## config.mk

```make
export PLATFORM = sky130hd
export DESIGN_NAME = logic_unit_pipe
export DESIGN_NICKNAME = d
export VERILOG_FILES = /design/src/rtl/logic_unit_pipe.sv
export SDC_FILE = /design/constraint.sdc
export NUM_CORES = 1
export LEC_CHECK = 0
export CAP_MARGIN = 0
export CORE_UTILIZATION = 52
export CTS_CLUSTER_SIZE = 20
export DETAILED_ROUTE_END_ITERATION = 12
export HOLD_SLACK_MARGIN = 0.15
export PLACE_DENSITY = 0.8
export SYNTH_ARGS = -nofsm -noshare
export SYNTH_HDL_FRONTEND = slang
export SYNTH_SLANG_ARGS = --single-unit
```

## constraint.sdc

```tcl
create_clock -name clk -period 3.7 [get_ports clk]
set_clock_uncertainty 0.2 [all_clocks]
set_input_delay 0.925 -clock clk [delete_from_list [all_inputs] [get_ports clk]]
set_output_delay 0.925 -clock clk [all_outputs]
set_load 0.05 [all_outputs]
```

## src/rtl/logic_unit_pipe.sv

```systemverilog
// Two-stage bitwise logic unit with valid/ready handshake, chaining accumulator,
// registered result flags and a wrapping delivered-result counter.
module logic_unit_pipe #(
    parameter int unsigned WIDTH = 8,
    parameter int unsigned CNT_W = 16
) (
    input  logic             clk,
    input  logic             rst,
    input  logic             in_valid,
    output logic             in_ready,
    input  logic [WIDTH-1:0] a,
    input  logic [WIDTH-1:0] b,
    input  logic [2:0]       op,
    input  logic             acc_sel,
    input  logic             acc_clr,
    output logic             out_valid,
    input  logic             out_ready,
    output logic [WIDTH-1:0] y,
    output logic             y_zero,
    output logic             y_parity,
    output logic [WIDTH-1:0] acc,
    output logic [CNT_W-1:0] res_count
);

    localparam logic [2:0] OP_AND  = 3'b000;
    localparam logic [2:0] OP_OR   = 3'b001;
    localparam logic [2:0] OP_NOTA = 3'b010;
    localparam logic [2:0] OP_NAND = 3'b011;
    localparam logic [2:0] OP_NOR  = 3'b100;
    localparam logic [2:0] OP_XOR  = 3'b101;
    localparam logic [2:0] OP_XNOR = 3'b110;
    localparam logic [2:0] OP_PASS = 3'b111;

    logic             s1_valid_q, s1_valid_d;
    logic [WIDTH-1:0] s1_a_q, s1_a_d;
    logic [WIDTH-1:0] s1_b_q, s1_b_d;
    logic [2:0]       s1_op_q, s1_op_d;
    logic             s1_sel_q, s1_sel_d;

    logic             out_valid_q, out_valid_d;
    logic [WIDTH-1:0] y_q, y_d;
    logic             y_zero_q, y_zero_d;
    logic             y_parity_q, y_parity_d;
    logic [WIDTH-1:0] acc_q, acc_d;
    logic [CNT_W-1:0] res_count_q, res_count_d;

    logic             s2_free;
    logic             s1_adv;
    logic             in_fire;
    logic             out_fire;
    logic [WIDTH-1:0] eff_a;
    logic [WIDTH-1:0] result;

    // Handshake: S1 may refill in the same cycle it drains into S2.
    always_comb begin
        s2_free  = !out_valid_q || out_ready;
        s1_adv   = s1_valid_q && s2_free;
        in_ready = !s1_valid_q || s1_adv;
        in_fire  = in_valid && in_ready;
        out_fire = out_valid_q && out_ready;
    end

    // Accumulator is read at the S1->S2 edge so consecutive beats chain.
    always_comb begin
        eff_a  = s1_sel_q ? acc_q : s1_a_q;
        result = '0;
        case (s1_op_q)
            OP_AND:  result = eff_a & s1_b_q;
            OP_OR:   result = eff_a | s1_b_q;
            OP_NOTA: result = ~eff_a;
            OP_NAND: result = ~(eff_a & s1_b_q);
            OP_NOR:  result = ~(eff_a | s1_b_q);
            OP_XOR:  result = eff_a ^ s1_b_q;
            OP_XNOR: result = ~(eff_a ^ s1_b_q);
            OP_PASS: result = s1_b_q;
            default: result = '0;
        endcase
    end

    always_comb begin
        s1_valid_d  = s1_valid_q;
        s1_a_d      = s1_a_q;
        s1_b_d      = s1_b_q;
        s1_op_d     = s1_op_q;
        s1_sel_d    = s1_sel_q;
        out_valid_d = out_valid_q;
        y_d         = y_q;
        y_zero_d    = y_zero_q;
        y_parity_d  = y_parity_q;
        acc_d       = acc_q;
        res_count_d = res_count_q;

        if (in_ready) begin
            s1_valid_d = in_valid;
        end
        if (in_fire) begin
            s1_a_d   = a;
            s1_b_d   = b;
            s1_op_d  = op;
            s1_sel_d = acc_sel;
        end

        if (s1_adv) begin
            out_valid_d = 1'b1;
            y_d         = result;
            y_zero_d    = (result == '0);
            y_parity_d  = ^result;
            acc_d       = result;
        end else if (out_fire) begin
            out_valid_d = 1'b0;
        end

        // Clear wins over a same-edge result load.
        if (acc_clr) begin
            acc_d = '0;
        end

        if (out_fire) begin
            res_count_d = res_count_q + CNT_W'(1);
        end
    end

    always_ff @(posedge clk) begin
        if (rst) begin
            s1_valid_q  <= 1'b0;
            s1_a_q      <= '0;
            s1_b_q      <= '0;
            s1_op_q     <= '0;
            s1_sel_q    <= 1'b0;
            out_valid_q <= 1'b0;
            y_q         <= '0;
            y_zero_q    <= 1'b0;
            y_parity_q  <= 1'b0;
            acc_q       <= '0;
            res_count_q <= '0;
        end else begin
            s1_valid_q  <= s1_valid_d;
            s1_a_q      <= s1_a_d;
            s1_b_q      <= s1_b_d;
            s1_op_q     <= s1_op_d;
            s1_sel_q    <= s1_sel_d;
            out_valid_q <= out_valid_d;
            y_q         <= y_d;
            y_zero_q    <= y_zero_d;
            y_parity_q  <= y_parity_d;
            acc_q       <= acc_d;
            res_count_q <= res_count_d;
        end
    end

    assign out_valid = out_valid_q;
    assign y         = y_q;
    assign y_zero    = y_zero_q;
    assign y_parity  = y_parity_q;
    assign acc       = acc_q;
    assign res_count = res_count_q;

endmodule

```

==> After elaboration in Yosys (flattened, before gate mapping) <==
Cells that the tools add are included.
{ "word_totals": {"register_bits": 56, "input_bits": 25, "out_inout_bits": 36, "elab_cells": 42} }
{ "classes": {"addsub": 1, "eq_ne": 7, "mux": 4, "bitwise_logic": 7, "n_reduce_logical": 12} }
{ "op_table": {"columns": ["op", "n"], "rows": [
  ["$pmux W8 S8", 1],
  ["$not A8 Y8", 4],
  ["$add A16 B1 Y16 const B", 1],
  ["$eq A3 B3 Y1 const B", 4],
  ["$and A8 B8 Y8", 1],
  ["$logic_not A8 Y1", 1],
  ["$mux W8", 1],
  ["$or A8 B8 Y8", 1],
  ["$reduce_xor A8 Y1", 1],
  ["$xor A8 B8 Y8", 1],
  ["$eq A3 B2 Y1 const B", 2],
  ["$eq A3 B1 Y1 const B", 1],
  ["$logic_and A1 B1 Y1", 3],
  ["$logic_not A3 Y1", 1],
  ["$logic_not A1 Y1", 2],
  ["$logic_or A1 B1 Y1", 2],
  ["$mux W1", 2],
  ["$reduce_bool A2 Y1", 1],
  ["$reduce_or A2 Y1", 1]
]} }

==> Depth between registers and ports, before layout <==
{ "logic_depth": {"word_depth": 5, "depth_mapped": 13, "depth_no_buf": 12} }

==> Least setup slack after synthesis <==
Ideal clock, no wire load.
{ "synth_path": {"path_type": "reg2reg", "from": "register acc_q[0], in the netlist acc[0]", "to": "register y_parity_q, in the netlist y_parity", "setup_time_ns": 0.086, "arrival_ns": 2.738, "t_required_ns": 3.414, "path_slack_ns": 0.677, "path_stages_with_launch": 12, "path_buffers": 0, "synth_period_minus_slack_ns": 3.023, "path_cell_list": "dfxtp_1 > mux2i_1 > ha_1 > and3_1 > o21ai_0 > nand3_1 > a31o_2 > nand2_1 > ha_1 > xnor2_1 > xnor2_1 > a211oi_1"} }
{ "synth_via": {"elab_chain_len": 5, "elab_cells_between_ends": 10, "cone_classes": "mux (2); bitwise (7); reduce/logical (1)"} }
{ "synth_lines": {"columns": ["element", "line", "rtl"], "rows": [
  ["start, declared", "44", "logic [WIDTH-1:0] acc_q, acc_d;"],
  ["start signal, assigned", "134", "acc_q <= '0;"],
  ["start signal, assigned", "146", "acc_q <= acc_d;"],
  ["$mux W8 *", "65", "eff_a = s1_sel_q ? acc_q : s1_a_q;"],
  ["$xor A8 B8 Y8 (tied with other cells)", "73, 74", null],
  ["$not A8 Y8, on equally long branches", "74, 71, 72", null],
  ["$pmux W8 S8 *", "67", "case (s1_op_q)"],
  ["$reduce_xor A8 Y1 *", "107", "y_parity_d = ^result;"],
  ["end signal, assigned", "145", "y_parity_q <= y_parity_d;"],
  ["end, declared", "43", "logic y_parity_q, y_parity_d;"]
]} }
Mark *: on every way between the ends. The rest lies on a longest branch, timed or not.
A chain may end at the register's enable or synchronous reset.

==> Worst setup path in the final report <==
{ "layout_path": {"from": "register s1_sel_q", "to": "register y_parity_q, in the netlist y_parity"} }
{ "layout_via": {"elab_chain_len": 5, "elab_cells_between_ends": 10, "cone_classes": "mux (2); bitwise (7); reduce/logical (1)"} }
{ "layout_lines": {"columns": ["element", "line", "rtl"], "rows": [
  ["start, declared", "38", "logic s1_sel_q, s1_sel_d;"],
  ["start signal, assigned", "141", "s1_sel_q <= s1_sel_d;"],
  ["$mux W8 *", "65", null],
  ["$xor A8 B8 Y8 (tied with other cells)", "73, 74", null],
  ["$not A8 Y8, on equally long branches", "74, 71, 72", null],
  ["$pmux W8 S8 *", "67", null],
  ["$reduce_xor A8 Y1 *", "107", null]
]} }
Marks and branches as above.

==> flow_summary.yaml <==
floorplanning:
  pin_count: 61
  design.die.area_mm2: 0.00635
  dieWidth_um: 79.7
  core.rowCount: 27
  die_height_um: 79.7
  start_util_pct: 55.3
  core_mm2: 0.00568
cells_and_area:
  antennaDiodeCount: 0
  syn_to_final_growth_pct: 22.6
  layout-drive-gt1-share_pct: 5.92
  final.fill_count: 483
  final_non_filler_cells: 511
  top_library_cells_by_usage_in_the_layout_fill_and_taps_aside: "clkdlybuf4s50_1, nand2_1, dfxtp_1"
  fin_util_pct: 67.8
  final_nets: 484
  layout.cells.most_common: "clkdlybuf4s50_1"
global_routing:
  antenna_violations_before_repair: 0
  globalRouteOverflowTotal: 0
  grt_first_pass_wirelength_um: 11900
  first_global_vias: 2533
  grt_use_total_pct: 24.1
  pin_count_of_the_biggest_net_entering_global_routing: 32
placement:
  post-place-cells: 503
  io_buffers: 60
  place_congestion: 0.897
  dpl.hpwl_um: 5170
logic_synthesis:
  syn_nets: 435
  yosys.area.top_type: "dfxtp_1"
  netlist_area_mm2: 0.00314
  yosysWarningCount: 0
  synth_top_cell_area_share_pct: 35.7
  synth_sequential_area_ratio_pct: 35.7
  post_syn_instances: 389
  average_instance_area_after_synthesis_um2: 8.07
  netlist_top_cells_area: "dfxtp_1, ha_1, nand2_1"
  synth_seq_cells: 56
  netlist-cell-type-count: 47
clocking:
  clk_path_buf_depth: 2
  clk_transition_reported_paths_ps: 100
  cts_tree: "built"
  cts_htree_levels: 2
  cts.repair_timing.setup_buffer_count: 0
  clock_insertion_delay_worst_skew_ps: 320
  cts-hold-fix-buffers: 0
  cts-buffers-inserted: 5
  clkSinkCount: 56
  clock-root-buffer: "clkbuf_8"
  cts.repair.resized: 0
routing:
  avgViaCountPerCell: 5.54
  routedWlPerCell_um: 13.7
  detail_route.iter0.violations: 146
  routed_wire_length_um: 7000
  antenna_violating_nets_post_route: 0
  via_count: 2831
  number_of_design_rule_violations_left_after_detail_routing: 0
  firstDrtPassIters: 4
timing:
  min_period_over_period_pct: 91.9
  fin_hold_ws_ps: 262
  max_slew_violation_total_from_the_final_report: 0
  finalWorstPathRequiredPeriod_ps: 3400
  timing.fmax_mhz: 294
  timing.final.setup_violations: 0
  finalSetupTns_ps: 0
  timing_hold_violations_final: 0
  slew_headroom_pct: 32.6
  rsz0062_at_grt: "false"
  tightest_slew_ps: 1010
critical_path:
  critPathArrivalTime_ps: 3430
  cp_max_fo: 7
  critical_path_required_ps: 3730
  critical_setup_path_kind: "reg -> reg"
  critical_path.n_buffers_inverters: 0
  worstSetupEndpointType: "flop"
  critPathSlowestCell: "dfxtp_1"
  critical_path.cell_chain: "mux2i_1, ha_1, and3_1, o21ai_0, nand2_1, a31o_2, nand2_1, ha_1, xnor2_1, xnor2_1, a211oi_1"
  cp_slowest_stage_delay_ps: 570
  category_of_the_worst_setup_path_launch_point: "flop"
  critPathTopFamily: "compound AO/OA/AOI/OAI gates"
run_status:
  run_status: "finished clean"
job:
  max_cap_violations: 0
power:
  areal_power_density_over_the_cells_mw_per_mm2: 339
  p_leak_nw: 1.47
  vdd_drop_max_uv: 222
hold_path:
  min_delay_worst_type: "reg -> reg"
==> cell families (layout without fill, tap and decap cells) <==
| kind of cell | after synthesis | after routing | synth area share (%) |
|---|---|---|---|
| buf+inv | 46 | 96 | 6.30 |
| xor+xnor | 15 | 15 | 4.19 |
| compound gates | 91 | 91 | 17.8 |
| flops | 56 | 56 | 35.7 |
| mux | 20 | 20 | 7.53 |
| fa+ha+maj | 21 | 21 | 8.37 |
| simple gates | 140 | 140 | 20.1 |
==> metal layers <==
layer / vias up / global-route usage [%] / share of wire [%]
li1: 1437 / - / -
met1: 1287 / 32.9 / 47
met2: 90 / 37.4 / 45
met3: 17 / 3.77 / 5.1
met4: 0 / 10.4 / 2.6
met5: - / 0 / 0
==> through the flow <==
| step | worst slack [ps] | total power (W) | area, um2 |
|---|---|---|---|
| 4_1_cts | 344 | 0.00131 | 3850 |
| 2_1_floorplan | 677 | 0.000885 | 3140 |
| 6_report | 300 | 0.00131 | 3850 |
| 3_5_place_dp | 364 | 0.000975 | 3760 |
| 5_1_grt | 88.9 | 0.00137 | 3850 |
| 3_3_place_gp | 563 | 0.000966 | 3760 |
==> flip-flops by register name, indices dropped and copies added, names as in the netlist <==
name and count:
res_count 16, acc 8, s1_a_q 8, s1_b_q 8, y 8, s1_op_q 3
out_valid 1, s1_sel_q 1, s1_valid_q 1, y_parity 1, y_zero 1
==> cell type report <==
cell class	count	area, um2	area share, %
clock inverter	2	13.8	0.358
inverter	21	78.8	2.05
timing repair buffer	67	651	16.9
sequential	56	1120	29.1
multi-input combinational	287	1820	47.3
clock buffer	6	72.6	1.89
tap	72	90.1	2.34
==> worst min-delay path: cells and delay by family, from the launching register on <==
| kind | cells | cell delay [ps] |
|---|---|---|
| AOI/OAI and AO/OA | 1 | 50 |
| DFF | 1 | 320 |
| and+or+nand+nor | 1 | 50 |
==> report_power, final <==
part / internal [W] / switching, W / leakage, nW
clock: 0.000136 / 0.000206 / 0.0456
sequential: 0.000627 / 0.0000312 / 0.457
combinational: 0.000140 / 0.000165 / 0.968
total: 0.000903 / 0.000402 / 1.47
==> synthesized netlist by cell type, drive strengths merged <==
library cell,number
a211o,1
a211oi,8
a21boi,1
a21o,1
a21oi,43
a221o,1
a221oi,1
a222oi,1
a22oi,1
a2bb2oi,1
a31o,1
a31oi,1
a32o,2
a32oi,1
and2,4
and3,1
and4,2
buf,10
clkbuf,15
dfxtp,56
ha,21
inv,21
mux2,6
mux2i,12
mux4,2
nand2,58
nand2b,10
nand3,7
nand4,5
nand4b,1
nor2,37
nor2b,4
nor3,4
nor4,1
o211a,2
o211ai,6
o21ai,16
o31a,1
o31ai,2
or2,1
or3,5
xnor2,8
xor2,7
==> final timing paths <==
kind         startpoint       end  depth (start not counted)  slack, ps
max            s1_sel_q  y_parity                         11        300
min                y[6]      y[6]                          2        260
max reg2reg    s1_sel_q  y_parity                         11        300
min reg2reg        y[6]      y[6]                          2        260
No activity file was read; power rests on OpenSTA's default activity.
